`src/rtl/mips_multicycle_ctrl.sv`:
```
`default_nettype none
// ============================================================================
// Module   : mips_multicycle_ctrl
// Brief    : Control FSM sequencing a multicycle MIPS datapath (3-5 cycles per
//            instruction) with memory ready handshake and bus-error timeout.
// Revision : 1.0  initial release
// ============================================================================
module mips_multicycle_ctrl #(
    parameter int MEM_TIMEOUT = 16
) (
    input  logic       clk,
    input  logic       rst_n,
    input  logic [5:0] OP_code,
    input  logic [5:0] Function_field,
    input  logic       mem_ready,
    output logic       PCWrite,
    output logic       PCWriteCond,
    output logic       BranchNE,
    output logic       IorD,
    output logic       MemRead,
    output logic       MemWrite,
    output logic       IRWrite,
    output logic [1:0] RegDst,
    output logic [1:0] MemtoReg,
    output logic       RegWrite,
    output logic       ALUSrcA,
    output logic [1:0] ALUSrcB,
    output logic [2:0] ALUOP,
    output logic       Sign,
    output logic [1:0] PCSource,
    output logic [3:0] state_o,
    output logic       illegal,
    output logic       bus_err
);

    typedef enum logic [3:0] {
        S_FETCH     = 4'd0,
        S_DECODE    = 4'd1,
        S_MEM_ADDR  = 4'd2,
        S_MEM_READ  = 4'd3,
        S_MEM_WB    = 4'd4,
        S_MEM_WRITE = 4'd5,
        S_R_EXEC    = 4'd6,
        S_R_WB      = 4'd7,
        S_BRANCH    = 4'd8,
        S_JUMP      = 4'd9,
        S_IMM_EXEC  = 4'd10,
        S_IMM_WB    = 4'd11,
        S_JR        = 4'd12,
        S_JAL       = 4'd13,
        S_TRAP      = 4'd14
    } state_t;

    localparam int              c_CW   = $clog2(MEM_TIMEOUT + 1);
    localparam logic [c_CW-1:0] c_LAST = c_CW'(MEM_TIMEOUT - 1);

    state_t          r_state;
    state_t          w_next;
    logic [c_CW-1:0] r_wait;
    logic            r_illegal;
    logic            r_bus_err;
    logic            w_waiting;
    logic            w_timeout;
    logic            w_set_illegal;

    // States that hold the memory port until mem_ready
    assign w_waiting = (r_state == S_FETCH) || (r_state == S_MEM_READ) ||
                       (r_state == S_MEM_WRITE);
    assign w_timeout = w_waiting && !mem_ready && (r_wait == c_LAST);

    always_ff @(posedge clk) begin
        if (!rst_n) begin
            r_state   <= S_FETCH;
            r_wait    <= '0;
            r_illegal <= 1'b0;
            r_bus_err <= 1'b0;
        end else begin
            r_state <= w_next;
            if (w_next != r_state)
                r_wait <= '0;
            else if (w_waiting && !mem_ready)
                r_wait <= r_wait + 1'b1;
            if (w_set_illegal)
                r_illegal <= 1'b1;
            if (w_timeout)
                r_bus_err <= 1'b1;
        end
    end

    always_comb begin
        w_next        = r_state;
        w_set_illegal = 1'b0;
        PCWrite       = 1'b0;
        PCWriteCond   = 1'b0;
        BranchNE      = 1'b0;
        IorD          = 1'b0;
        MemRead       = 1'b0;
        MemWrite      = 1'b0;
        IRWrite       = 1'b0;
        RegDst        = 2'b00;
        MemtoReg      = 2'b00;
        RegWrite      = 1'b0;
        ALUSrcA       = 1'b0;
        ALUSrcB       = 2'b00;
        ALUOP         = 3'b000;
        Sign          = 1'b0;
        PCSource      = 2'b00;

        case (r_state)
            S_FETCH: begin
                MemRead = 1'b1;
                ALUSrcB = 2'b01;
                IRWrite = mem_ready;
                PCWrite = mem_ready;
                if (mem_ready)      w_next = S_DECODE;
                else if (w_timeout) w_next = S_TRAP;
            end
            S_DECODE: begin
                ALUSrcB = 2'b11;
                Sign    = 1'b1;
                case (OP_code)
                    6'd0: begin
                        if (Function_field == 6'd8)       w_next = S_JR;
                        else if (Function_field == 6'd32) w_next = S_R_EXEC;
                        else begin
                            w_next        = S_TRAP;
                            w_set_illegal = 1'b1;
                        end
                    end
                    6'd2:                    w_next = S_JUMP;
                    6'd3:                    w_next = S_JAL;
                    6'd4, 6'd5:              w_next = S_BRANCH;
                    6'd8, 6'd10, 6'd12,
                    6'd13, 6'd14, 6'd15:     w_next = S_IMM_EXEC;
                    6'd35, 6'd43:            w_next = S_MEM_ADDR;
                    default: begin
                        w_next        = S_TRAP;
                        w_set_illegal = 1'b1;
                    end
                endcase
            end
            S_MEM_ADDR: begin
                ALUSrcA = 1'b1;
                ALUSrcB = 2'b10;
                Sign    = 1'b1;
                w_next  = (OP_code == 6'd35) ? S_MEM_READ : S_MEM_WRITE;
            end
            S_MEM_READ: begin
                IorD    = 1'b1;
                MemRead = 1'b1;
                if (mem_ready)      w_next = S_MEM_WB;
                else if (w_timeout) w_next = S_TRAP;
            end
            S_MEM_WB: begin
                MemtoReg = 2'b01;
                RegWrite = 1'b1;
                w_next   = S_FETCH;
            end
            S_MEM_WRITE: begin
                IorD     = 1'b1;
                MemWrite = 1'b1;
                if (mem_ready)      w_next = S_FETCH;
                else if (w_timeout) w_next = S_TRAP;
            end
            S_R_EXEC: begin
                ALUSrcA = 1'b1;
                ALUOP   = 3'b010;
                w_next  = S_R_WB;
            end
            S_R_WB: begin
                RegDst   = 2'b01;
                RegWrite = 1'b1;
                w_next   = S_FETCH;
            end
            S_BRANCH: begin
                ALUSrcA     = 1'b1;
                ALUOP       = 3'b001;
                PCWriteCond = 1'b1;
                PCSource    = 2'b01;
                BranchNE    = (OP_code == 6'd5);
                w_next      = S_FETCH;
            end
            S_JUMP: begin
                PCWrite  = 1'b1;
                PCSource = 2'b10;
                w_next   = S_FETCH;
            end
            S_IMM_EXEC, S_IMM_WB: begin
                // ALU operation stays decoded from OP_code through writeback
                case (OP_code)
                    6'd10:   begin ALUOP = 3'b011; Sign = 1'b1; end
                    6'd12:   ALUOP = 3'b100;
                    6'd13:   ALUOP = 3'b101;
                    6'd14:   ALUOP = 3'b110;
                    6'd15:   ALUOP = 3'b111;
                    default: begin ALUOP = 3'b000; Sign = 1'b1; end
                endcase
                if (r_state == S_IMM_EXEC) begin
                    ALUSrcA = 1'b1;
                    ALUSrcB = 2'b10;
                    w_next  = S_IMM_WB;
                end else begin
                    RegWrite = 1'b1;
                    w_next   = S_FETCH;
                end
            end
            S_JR: begin
                PCWrite  = 1'b1;
                PCSource = 2'b11;
                w_next   = S_FETCH;
            end
            S_JAL: begin
                RegDst   = 2'b10;
                MemtoReg = 2'b10;
                RegWrite = 1'b1;
                PCWrite  = 1'b1;
                PCSource = 2'b10;
                w_next   = S_FETCH;
            end
            S_TRAP:  w_next = S_TRAP;
            default: w_next = S_TRAP;
        endcase
    end

    assign state_o = r_state;
    assign illegal = r_illegal;
    assign bus_err = r_bus_err;

endmodule
`default_nettype wire

```
`config.mk`:
```
export PLATFORM = sky130hd
export DESIGN_NAME = mips_multicycle_ctrl
export DESIGN_NICKNAME = d
export VERILOG_FILES = /design/src/rtl/mips_multicycle_ctrl.sv
export SDC_FILE = /design/constraint.sdc
export NUM_CORES = 1
export LEC_CHECK = 0
export ABC_CLOCK_PERIOD_IN_PS = 2300
export BUFFER_PORTS_ARGS = -buffer_cell sky130_fd_sc_hd__buf_2
export CAP_MARGIN = 20
export CORE_AREA = 3 3 61 52
export DETAILED_ROUTE_END_ITERATION = 12
export DIE_AREA = 0 0 64 55
export PLACE_DENSITY = 0.85
export SETUP_SLACK_MARGIN = 0.05
export SLEW_MARGIN = 15
export SYNTH_ARGS = -nofsm -noshare
export SYNTH_HDL_FRONTEND = slang
export SYNTH_SLANG_ARGS = --single-unit
```
`constraint.sdc`:
```
create_clock -name clk -period 2.3 [get_ports clk]
set_clock_uncertainty 0.2 [all_clocks]
set_input_delay 0.345 -clock clk [delete_from_list [all_inputs] [get_ports clk]]
set_output_delay 0.345 -clock clk [all_outputs]
set_load 0.1 [all_outputs]
```
# Word-level counts from Yosys, hierarchy flattened
# Cells that the tools add are included.
word_totals:
  register_bits: 11
  inputBits: 15
  out_inout_bits: 27
  word_cells: 91
classes:
  add_sub_neg: 1
  eq_ne: 29
  n_mux: 34
  bitwise_logic: 1
  n_reduce_logical: 22
op_table:
  columns: ["cell", "count"]
  rows:
  - ["== test 6 x 4 -> 1 bit (second input constant)", 7]
  - ["one-hot mux 4 bit (8 select lines)", 1]
  - ["two-way mux 4 bit", 7]
  - ["== test 4 bit (second input constant)", 6]
  - ["one-hot mux 4 bit (6 select lines)", 1]
  - ["== test 6 bit (second input constant)", 3]
  - ["== test 4 x 3 -> 1 bit (second input constant)", 4]
  - ["OR reduction 2 bit", 8]
  - ["one-hot mux 3 bit (5 select lines)", 1]
  - ["== test 6 x 2 -> 1 bit (second input constant)", 2]
  - ["== test 6 x 3 -> 1 bit (second input constant)", 2]
  - ["two-way mux 1 bit", 12]
  - ["OR reduction 12 bit", 1]
  - ["OR reduction 6 bit", 2]
  - ["one-hot mux 1 bit (2 select lines)", 5]
  - ["one-hot mux 3 bit (3 select lines)", 1]
  - ["OR reduction 3 bit", 3]
  - ["== test 4 x 2 -> 1 bit (second input constant)", 2]
  - ["one-hot mux 2 bit (2 select lines)", 2]
  - ["one-hot mux 2 bit (4 select lines)", 1]
  - ["zero test 6 bit", 1]
  - ["one-hot mux 2 bit (3 select lines)", 1]
  - ["adder 5 x 1 -> 5 bit (second input constant)", 1]
  - ["== test 5 x 4 -> 1 bit (second input constant)", 1]
  - ["other kinds (10)", 12]

# Depth between registers and ports, before layout
# Gate-level depths: netlist of run 1.
logic_depth:
  depth_word: 10
  ltp_mapped: 8
  depth_no_buf: 8

# Worst setup path after synthesis of run 1
# OpenSTA, ideal clock, no wires.
synth_timing:
  path_type: "register -> output"
  startpoint: "reg r_state[2] (netlist: state_o[2])"
  endpoint: "out PCWrite"
  arrival_time_ns: 4.483
  required_time_ns: 1.755
  slack_ns: -2.728
  stages_incl_launch_ff: 6
  n_path_buf: 2
  cell_sequence: "dfxtp_1 > buf_6 > buf_2 > nor2_1 > nor3b_1 > or2_2"
synth_between:
  elab_chain_cells: 3
  elab_cells_between_ends: 6
  cone_classes: "eq/ne: 3; mux: 1; reduce/logical: 2"
synth_lines:
  columns: ["item", "line", "rtl"]
  rows:
  - ["start, declared", "57", "state_t r_state;"]
  - ["start signal, assigned", "78", "r_state <= w_next;"]
  - ["== test 4 bit", "109", "case (r_state)"]
  - ["OR reduction 3 bit (no source line)", null, null]
  - ["one-hot mux 1 bit (2 select lines) *", "109", null]
  - ["end, declared", "16", "output logic PCWrite,"]
# Mark *: on every way between the ends. The rest lies on a longest branch, timed or not.

# Final worst setup path of run 1
layout_timing:
  startpoint: "reg r_state[0] (netlist: state_o[0])"
  endpoint: "out PCWrite"
# Same word-level chain as after synthesis.

==> flow_results.org, run 1 <==
** Finish
- For this run, the share of the core covered by cells in the final layout is a little under three quarters.
- The repair_antennas step left the layout with diodes totalling 0.
- The multi-input combinational cells in the finished layout cover a total of approximately 1100 sq um.
- Summing all non-filler instances in the final layout gives an area of 1890 sq um.
- Fraction of layout instances using a drive strength above 1 :: about 44%
- Area taken by flip-flops and latches :: 235 sq um
- Highest-count cells in the layout ignoring fill and taps :: buf_2 (31), nand2_1 (15), buf_4 (11)
- For this run, the post-layout net count is between 200 and 250.
- Leaving out fill and tap cells, the most frequent cell in the layout is buf_2.
- Layout filler cell count :: approximately 200
- Compared with the post-synthesis result, the final layout area differs by 51.5%.

** GRT
- Number of global-route vias before repair :: about 1300
- After global routing the overflow that remains totals 0.
- The first global-routing pass estimated roughly 6200 microns of wire.
- Antenna violations before repair :: 0
- Global routing usage summed across all routing layers :: 22.6%
- Entering global routing, the biggest net connects 15 pins.

** Setup path
- Critical path type :: register to output port
- Worst setup EP type :: output port
- Element type at the critical path start :: register
- Among all stages on the critical path, the largest delay is contributed by buf_2.
- Cells along the critical path :: nor2_1 -> and3_2 -> or2_4 -> buf_2
- Largest fanout on the critical path :: 12
- Data required, critical path :: about 1.8 ns
- At the worst endpoint, the arrival time is roughly 1.7 ns.
- Tracing the worst setup path back leads to its startpoint at state_o[0]$_SDFF_PN0_.
- Stage delay of the slowest cell on the critical path :: 0.41 ns
- In this run the critical register-to-register path is launched from r_wait[0]$_SDFFE_PP0P_.

** Die
- Placeable Area :: 2660 sq um
- The initialized floorplan defines 17 standard-cell rows.
- The floorplan step set the die width to approximately 64 microns.
- Measured along the y axis, the die boundary spans ~55 microns.
- Effective utilization at floorplan :: 46.9%
- The die covers 3520 sq um.
- Boundary pin count :: 42

** Logic synthesis
- Combinational family with the most area after synthesis :: simple AND/OR/NAND/NOR gates
- Main area contributors after synthesis :: dfxtp_1 (18%), a21oi_1 (4.8%), nand2_1 (4.8%)
- Compound-cell area share of the yosys netlist :: about 30%
- Yosys mapped the design onto 55 distinct sky130hd cell types.
- Synthesized instance count :: between 150 and 200
- Cell taking the most area after synthesis :: dfxtp_1
- Predominant post-synthesis flop cell :: dfxtp_1
- Yosys mapped a number of flops with a built-in enable equal to 0.
- After Yosys synthesis, XOR and XNOR cells account for under 10% of the synthesized area.
- The cell area that synthesis handed to floorplanning was approximately 1200 sq um.
- Number of nets in the synthesized netlist :: between 150 and 200
- Sequential share of the synthesized area :: 17.7%
- Yosys printed 0 warnings.
- Counting flops with an async set or reset pin after synthesis yields a share of 0%.
- Area fraction of the dominant cell type after synthesis :: 17.7%
- After synthesis the netlist holds a flip-flop and latch count of 11.
- Mux contribution to synthesized area :: between 1.5 and 2%
- Mean post-synth cell area :: 7.20 sq um
- After Yosys synthesis, and, or, nand and nor cells account for about 38% of the synthesized area.
- Summing the areas of all fa, ha and maj instances in the mapped netlist gives between 2 and 2.5% of the synthesized area.

** Drt
- Remaining antenna violation count :: 0
- The first routing iteration left between 150 and 200 violations.
- Mean routed wirelength per cell :: about 16 microns
- The routed design has just under 4000 microns of wire.
- In the routed layout, each cell is associated on average with a via count of ~5.9.
- Summing over every cut layer, the via total after detailed routing is about 1500.
- After detailed routing, the number of remaining DRC violations is 0.
- Router iterations before antenna repair :: 4

** Clock network
- The clock drives 11 sinks.
- TritonCTS built the clock tree.
- Maximum level of the CTS H-tree :: 1
- CTS Hold Bufs :: 0
- The clock reaches the later pin of the worst-skew pair after 0.28 ns.
- Counting the buffers created by CTS gives 3.
- Clock slew seen by the registers of the worst setup and hold paths :: 0.08 ns
- No sink is reached through more buffers than the 2 on the longest clock path.
- Clk Tree Root Cell :: clkbuf_4

** Timing
- The number of hold violations in the final report is 0.
- RSZ-0062 raised after global routing :: no
- After layout, the minimum clock period comes to between 2 and 2.5 ns.
- Max-slew headroom at the worst pin :: a little under 70%
- Setup violations remaining at the end of the flow were counted as 0.
- Timing would allow up to ~460 MHz.
- Worst Tran Pin Value :: 0.489 ns
- The final critical path takes up between 90% and 100% of the cycle.
- The final-report max-slew violation count was 0.
- Hold timing on the final database bottoms out at a slack of between 0.2 and 0.25 ns.
- Post-route setup TNS :: 0 ns

** Job
- Max-Cap Viols :: 0

** Place
- IO buf count :: ~40
- Placement Cell Area :: 1760 sq um
- At the end of routability-driven placement, the weighted congestion stood at between 0.8 and 0.9.
- The HPWL after detailed placement is around 2600 microns.

** Hold path
- Class of the most critical hold timing path :: input pin to register
- Startpoint of the worst hold path :: rst_n

** Status
- The run finished with clean final reports.

** Power and ir drop
- Peak VDD IR :: 0.000773 V
- For this design the ratio of total power to cell area is ~1200 nW/um^2.
- Leakage :: roughly 0.77 nW
## Yosys cell counts, types with 2 or more instances
| library cell | number |
|---|---|
| a211oi_1 | 7 |
| a21o_1 | 3 |
| a21oi_1 | 12 |
| a2bb2oi_1 | 2 |
| a31oi_1 | 4 |
| and2_1 | 2 |
| and3_1 | 5 |
| buf_2 | 5 |
| buf_6 | 2 |
| clkbuf_1 | 3 |
| dfxtp_1 | 11 |
| ha_1 | 2 |
| inv_1 | 10 |
| mux2i_1 | 2 |
| nand2_1 | 16 |
| nand2b_1 | 8 |
| nand3_1 | 5 |
| nand4_1 | 4 |
| nor2_1 | 14 |
| nor2b_1 | 4 |
| nor3_1 | 4 |
| nor3b_1 | 3 |
| o21ai_0 | 9 |
| o21ai_1 | 2 |
| or2_2 | 2 |
| or2b_1 | 2 |
| xor2_1 | 2 |
## state kept, by name, summed over array words and instances, names as in the netlist
| signal | flops |
|---|---|
| bus_err | 1 |
| illegal | 1 |
| state_o | 4 |
| r_wait | 5 |
## metrics by stage
stage	std cells	worst slack, ns	power, mW
after detailed placement	243	0.0872	1.95
after global placement	243	0.170	1.94
final	256	0.109	2.19
after global routing	256	0.0436	2.28
after CTS	251	0.0714	2.13
after floorplan	173	-0.497	1.67
## area by class of cell
type | count | area share, %
Timing Repair Buffer | 53 | 23.3
Tap cell | 38 | 2.52
Clock buffer | 3 | 1.19
Clock inverter | 1 | 0.265
Inverter | 10 | 1.99
Multi-Input combinational cell | 140 | 58.3
Sequential cell | 11 | 12.5
## cell families after synthesis
| group | count (synthesis) |
|---|---|
| mux | 2 |
| buf+inv | 22 |
| xor+xnor | 3 |
| fa+ha+maj | 2 |
| simple gates | 79 |
| compound gates | 54 |
| flops | 11 |
## worst max-delay path: cells and delay by family, from the launching register on
family	cells	cell delay (ns)
flip-flops	1	0.40
AND/OR/NAND/NOR	3	0.55
buffers and inverters	1	0.41
## path summary, 6_finish.rpt
| check | endpoint | slack, ns | depth (start not counted) |
|---|---|---|---|
| max | PCWrite | 0.11 | 4 |
| min | state_o[0]$_SDFF_PN0_ | 0.22 | 3 |
| max reg2reg | r_wait[2]$_SDFFE_PP0P_ | 0.14 | 8 |
| min reg2reg | illegal$_SDFFE_PN0P_ | 0.25 | 2 |
## layer usage
metal	up-vias	wire [microns]	track usage, %
li1	725	-	-
met1	703	1830	30.7
met2	70	1810	36.2
met3	7	269	4.24
met4	0	67	7.89
met5	-	0	0
## report_power, final
| group | internal (mW) | switching [mW] | leakage [nW] |
|---|---|---|---|
| sequential | 0.226 | 0.0600 | 0.0922 |
| clock | 0.0646 | 0.0727 | 0.0177 |
| combinational | 0.523 | 1.25 | 0.665 |
## what timing repair did
| item | CTS | global route |
|---|---|---|
| endpoints found under the setup margin | 6 | 6 |
| setup buffers | 4 | 5 |
| resized for setup | 1 | 4 |
| gates cloned | 0 | 0 |
| pin swaps | 0 | 1 |
Power figures use the tool's default switching activity.
==> run 2: changes to the inputs <==
- ABC_CLOCK_PERIOD_IN_PS: 2300 -> 1800
- CORE_AREA: 3 3 61 52 -> 3 3 63 54
- DIE_AREA: 0 0 64 55 -> 0 0 66 57
- PLACE_DENSITY: 0.85 -> 0.83
- clock period: 2.3 -> 1.8 ns (I/O delays scaled with it)
==> flow_results.org, run 2 <==
** Logic synthesis
- The flop and latch count out of synthesis came to 11 (unchanged).
- Predominant post-synthesis flop cell :: dfxtp_1 (unchanged)
- Synthesized instance count :: 173 (unchanged)
- The total nets after synthesis came to 190 (unchanged).
- Area fraction of the dominant cell type after synthesis :: 17.7% (unchanged)
- Synth Warn # :: 0 (unchanged)
- The most repeated cell in the gate-level netlist after synthesis was nand2_1 (unchanged).
- Number of enable flip-flop cells after synthesis :: 0 (unchanged)
- Post-synth top cells :: nand2_1 (16), nor2_1 (14), a21oi_1 (12), dfxtp_1 (11), inv_1 (10) (unchanged)
- The post-synthesis cell type with the largest combined area was dfxtp_1 (unchanged).
- The synthesized area came to 1250 sq um (unchanged).
- Proportion of synthesized flip-flops having asynchronous set or reset :: 0% (unchanged)
- Mean post-synth cell area :: 7.20 sq um (unchanged)
- Main area contributors after synthesis :: dfxtp_1 (18%), a21oi_1 (4.8%), nand2_1 (4.8%) (unchanged)
- The sequential-to-total area share from yosys stat was 17.7% (unchanged).
- Number of distinct library cell variants in the gate-level netlist after synthesis :: 55 (unchanged)

** Die
- Horizontal extent of the die :: 66 microns (was 64 microns)
- The y dimension of the die is 57 microns (was 55 microns).
- Boundary pin count :: 42 (unchanged)
- Total number of placement rows :: 17 (unchanged)
- The effective utilization at floorplan was 45.4% (was 46.9%).

** Place
- Placement Cell Area :: 2480 sq um (was 1760 sq um)
- The global placement routability congestion is 0.937 (was 0.868).
- The placed wire-length estimate after detailed placement came to 4420 microns (was 2630 microns).
- The number of buffer cells added on primary ports is 41 (unchanged).

** Status
- The tool reported: "[ERROR DPL-0038] Utilization greater than 100%, impossible to legalize".
- Outcome: did not finish (was finished clean).
- The flow stopped in clock tree synthesis (4_1_cts).

** Clock network
- CTS Hold Bufs :: 0 (unchanged)
- Total of cells resized after clock tree synthesis :: 56 (was 1)
- Post-CTS setup repair buffer count :: 29 (was 4)
- The clock sink count came to 11 (unchanged).
- CTS buffer count :: 3 (unchanged)
- The library cell used as clock root buffer was clkbuf_4 (unchanged).
- The maximum level of the CTS H-tree is 1 (unchanged).
- The number of buffers on the longest clock path is 2 (unchanged).
run 2: cell counts after synthesis:
Identical to the previous run, type by type.
run 2: kinds of logic after synthesis:
| family | synth area share (%) |
|---|---|
| buffers and inverters | 8.63 |
| XOR/XNOR | 2.11 |
| flip-flops | 17.7 |
| AND/OR/NAND/NOR | 37.9 |
| multiplexers | 1.61 |
| AO/OA/AOI/OAI | 30.1 |
| adder cells (fa/ha/maj) | 2.01 |
run 2: stage by stage:
stage	worst slack [ns]	hold WS (ns)	utilization, %	TNS (ns)	cells
3_3_place_gp	-0.166	0.234	90.5	-0.536	284
3_5_place_dp	-0.264	0.252	90.5	-1.25	284
2_1_floorplan	-0.922	0.263	-	-7.13	173
==> run 3: changes to the inputs <==
- ABC_CLOCK_PERIOD_IN_PS: 1800 -> 2300
- CORE_AREA: 3 3 63 54 -> 3 3 66 68
- DIE_AREA: 0 0 66 57 -> 0 0 69 71
- PLACE_DENSITY: 0.83 -> not set
- PLACE_DENSITY_LB_ADDON: not set -> 0.15
- SETUP_SLACK_MARGIN: 0.05 -> not set
- clock period: 1.8 -> 2.3 ns (I/O delays scaled with it)
==> flow_results.org, run 3 (synthesis gave the netlist of run 1 again) <==
** Setup path
- Critical Path Sink :: ALUOP[1]
- The worst register-to-register path ends at r_wait[2]$_SDFFE_PP0P_.
- STA classifies the critical path endpoint as an output port.
- In this run the register-to-register setup slack is 0.11 ns.
- Data on the critical path is required at its endpoint by roughly 1.8 ns.
- Of all nets on the critical path, the largest fanout is 14.
- Critical path launch point :: state_o[2]$_SDFF_PN0_
- The setup path with the least slack is of type register to output port.
- The worst setup path is launched from a register.
- The number of cells on the worst reg-to-reg path is 8.
- RR Startpoint :: r_wait[0]$_SDFFE_PP0P_
- STA puts the critical path data arrival time at 1.67 ns.

** Place
- Cell Count Post-Placement :: 255 (was 284)
- The worst slack after detailed placement is 0.104 ns (was -0.264 ns).
- RePlAce Congestion :: 0.850 (was 0.937)
- The placed wire-length estimate after detailed placement was 2860 microns (was 4420 microns).
- The placed instance area came to 1780 sq um (was 2480 sq um).
- IO buf count :: 41 (unchanged)

** Power and ir drop
- Leakage :: 0.751 nW
- Ratio of total power to cell area :: around 1200 nW/um^2
- Peak VDD IR :: 0.000768 V

** GRT
- The first global-routing pass estimated 6960 microns of wire.
- Number of global-route vias before repair :: 1449
- Maximum number of pins on one net before global-route repair :: 26
- In the global route stage, overall resource usage came out at 16.7%.
- The number of antenna violations at the first check in global routing was 0.
- GRT overflow :: 0

** Die
- The total number of placement rows is 23 (was 17).
- The effective utilization at floorplan came to 31.8% (was 45.4%).
- Horizontal extent of the die :: 69 microns (was 66 microns)
- The boundary pin count is 42 (unchanged).
- Y dimension of the die :: 71 microns (was 57 microns)
- Die footprint :: around 4900 sq um
- The core region is around 3900 sq um.

** Finish
- For this run, the post-layout net count is 231.
- Commonest non-fill, non-tap cell in the layout :: buf_2
- Once layout is complete, the utilization of the core stands at 47.7%.
- Post-layout instance area :: ~1900 sq um
- Non-filler cells, final :: between 200 and 300
- The register with the most flip-flops in the layout has 5 of them.
- Syn-to-layout area delta :: 49.9%
- Counting flops per register, the top entry is r_wait.
- Fill cells in the final layout number around 400.
- Fraction of layout instances using a drive strength above 1 :: approximately two fifths
- The repair_antennas step left the layout with diodes totalling 0.
- The top cell types in the final layout, fill and taps aside, are buf_2 (32), nand2_1 (15), inv_1 (10).

** Job
- Max-Cap Viols :: 0

** Clock network
- Max clock buf depth :: 2 (unchanged)
- The clock sink count came to 11 (unchanged).
- The CTS buffer count is 3 (unchanged).
- Maximum level of the CTS H-tree :: 1 (unchanged)
- The library cell used as clock root buffer was clkbuf_8 (was clkbuf_4).
- Clock-pin slew was measured on the worst setup and hold paths at about 0.050 ns.
- For the worst-skew pair, the clock arrives at the later sink with an insertion delay of between 0.2 and 0.25 ns.
- CTS Hold Bufs :: 0 (unchanged)
- TritonCTS clock tree :: built

** Drt
- In this run the remaining antenna-violating nets after routing total 0.
- After detailed routing, the total wire length is about 4100 microns.
- Detailed router's first-iteration violation count :: 55
- Mean routed wirelength per cell :: 15.7 microns
- The final route contains roughly 1500 vias.
- For this run, the detailed router's first-pass iteration total came to 4.
- Dividing the detail-routed via count by the number of cells gives approximately 5.5.
- After detailed routing, the number of remaining DRC violations is 0.

** Timing
- Count of final hold-check violations :: 0
- Setup total negative slack on the finished layout was measured at 0 ns.
- Setup violations remaining at the end of the flow were counted as 0.
- Based on the critical path, the design can be clocked at up to 451 MHz.
- Final critical-path required period :: around 2.2 ns
- Share of the clock period used by the worst path :: 96.4%
- The final-report max-slew violation count came to 0.
- Headroom to the max-slew limit came out at between 60% and 70%.
- At the pin with the least slew margin, the transition time is 0.493 ns.
- Slack of the critical path :: 0.0817 ns

** Hold path
- The tightest min-delay check is of the register to register type.

** Status
- Outcome: finished clean (was did not finish).
==> run 3: timing repair <==
action	CTS	global route
setup endpoints to repair	2	8
gates resized for setup	0	1
buffers inserted	2	2
pin swaps	0	1
==> run 3: power breakdown <==
group          internal [mW]  switching (mW)
Sequential             0.227          0.0893
Clock                  0.121          0.0656
Combinational          0.492            1.21
Total                  0.840            1.36
==> run 3: per-stage QoR <==
step	hold slack, ns	power [mW]
floorplan	0.314	1.67
global placement	0.231	1.95
detailed placement	0.242	1.96
CTS	0.248	2.18
global route	0.289	2.31
finish	0.246	2.20
==> run 3: worst min-delay path by stage <==
stage                      startpoint                     end  slack (ns)  cells after the start
3_3_place_gp     illegal$_SDFFE_PN0P_    illegal$_SDFFE_PN0P_        0.23                      2
6_report         illegal$_SDFFE_PN0P_    illegal$_SDFFE_PN0P_        0.25                      2
3_5_place_dp     illegal$_SDFFE_PN0P_    illegal$_SDFFE_PN0P_        0.24                      2
4_1_cts                         rst_n   state_o[0]$_SDFF_PN0_        0.25                      3
5_1_grt                         rst_n   state_o[0]$_SDFF_PN0_        0.29                      3
2_1_floorplan  r_wait[1]$_SDFFE_PP0P_  r_wait[1]$_SDFFE_PP0P_        0.31                      2
==> run 3: critical path: stages (launching register included) <==
cell and delay, ns:
dfxtp_4 0.45, and2b_1 0.24, and3_1 0.19, nand3_1 0.09, o21ai_0 0.08, and2_2 0.21, buf_12 0.16
==> run 3: metal layers <==
metal	track usage, %	share of wire, %	up-vias
met5	0	0	-
met4	5.21	0.75	0
met2	27.4	46	44
met3	2.41	5.2	5
met1	22.6	48	684
li1	-	-	717
==> run 3: layout make-up <==
cell class	instances	area (sq um)	area share, %
timing repair buffer	48	404	21.6
tap	50	62.6	3.35
multi-input combinational	140	1080	58.0
sequential	11	235	12.6
inverter	10	37.5	2.01
clock buffer	4	45.0	2.41
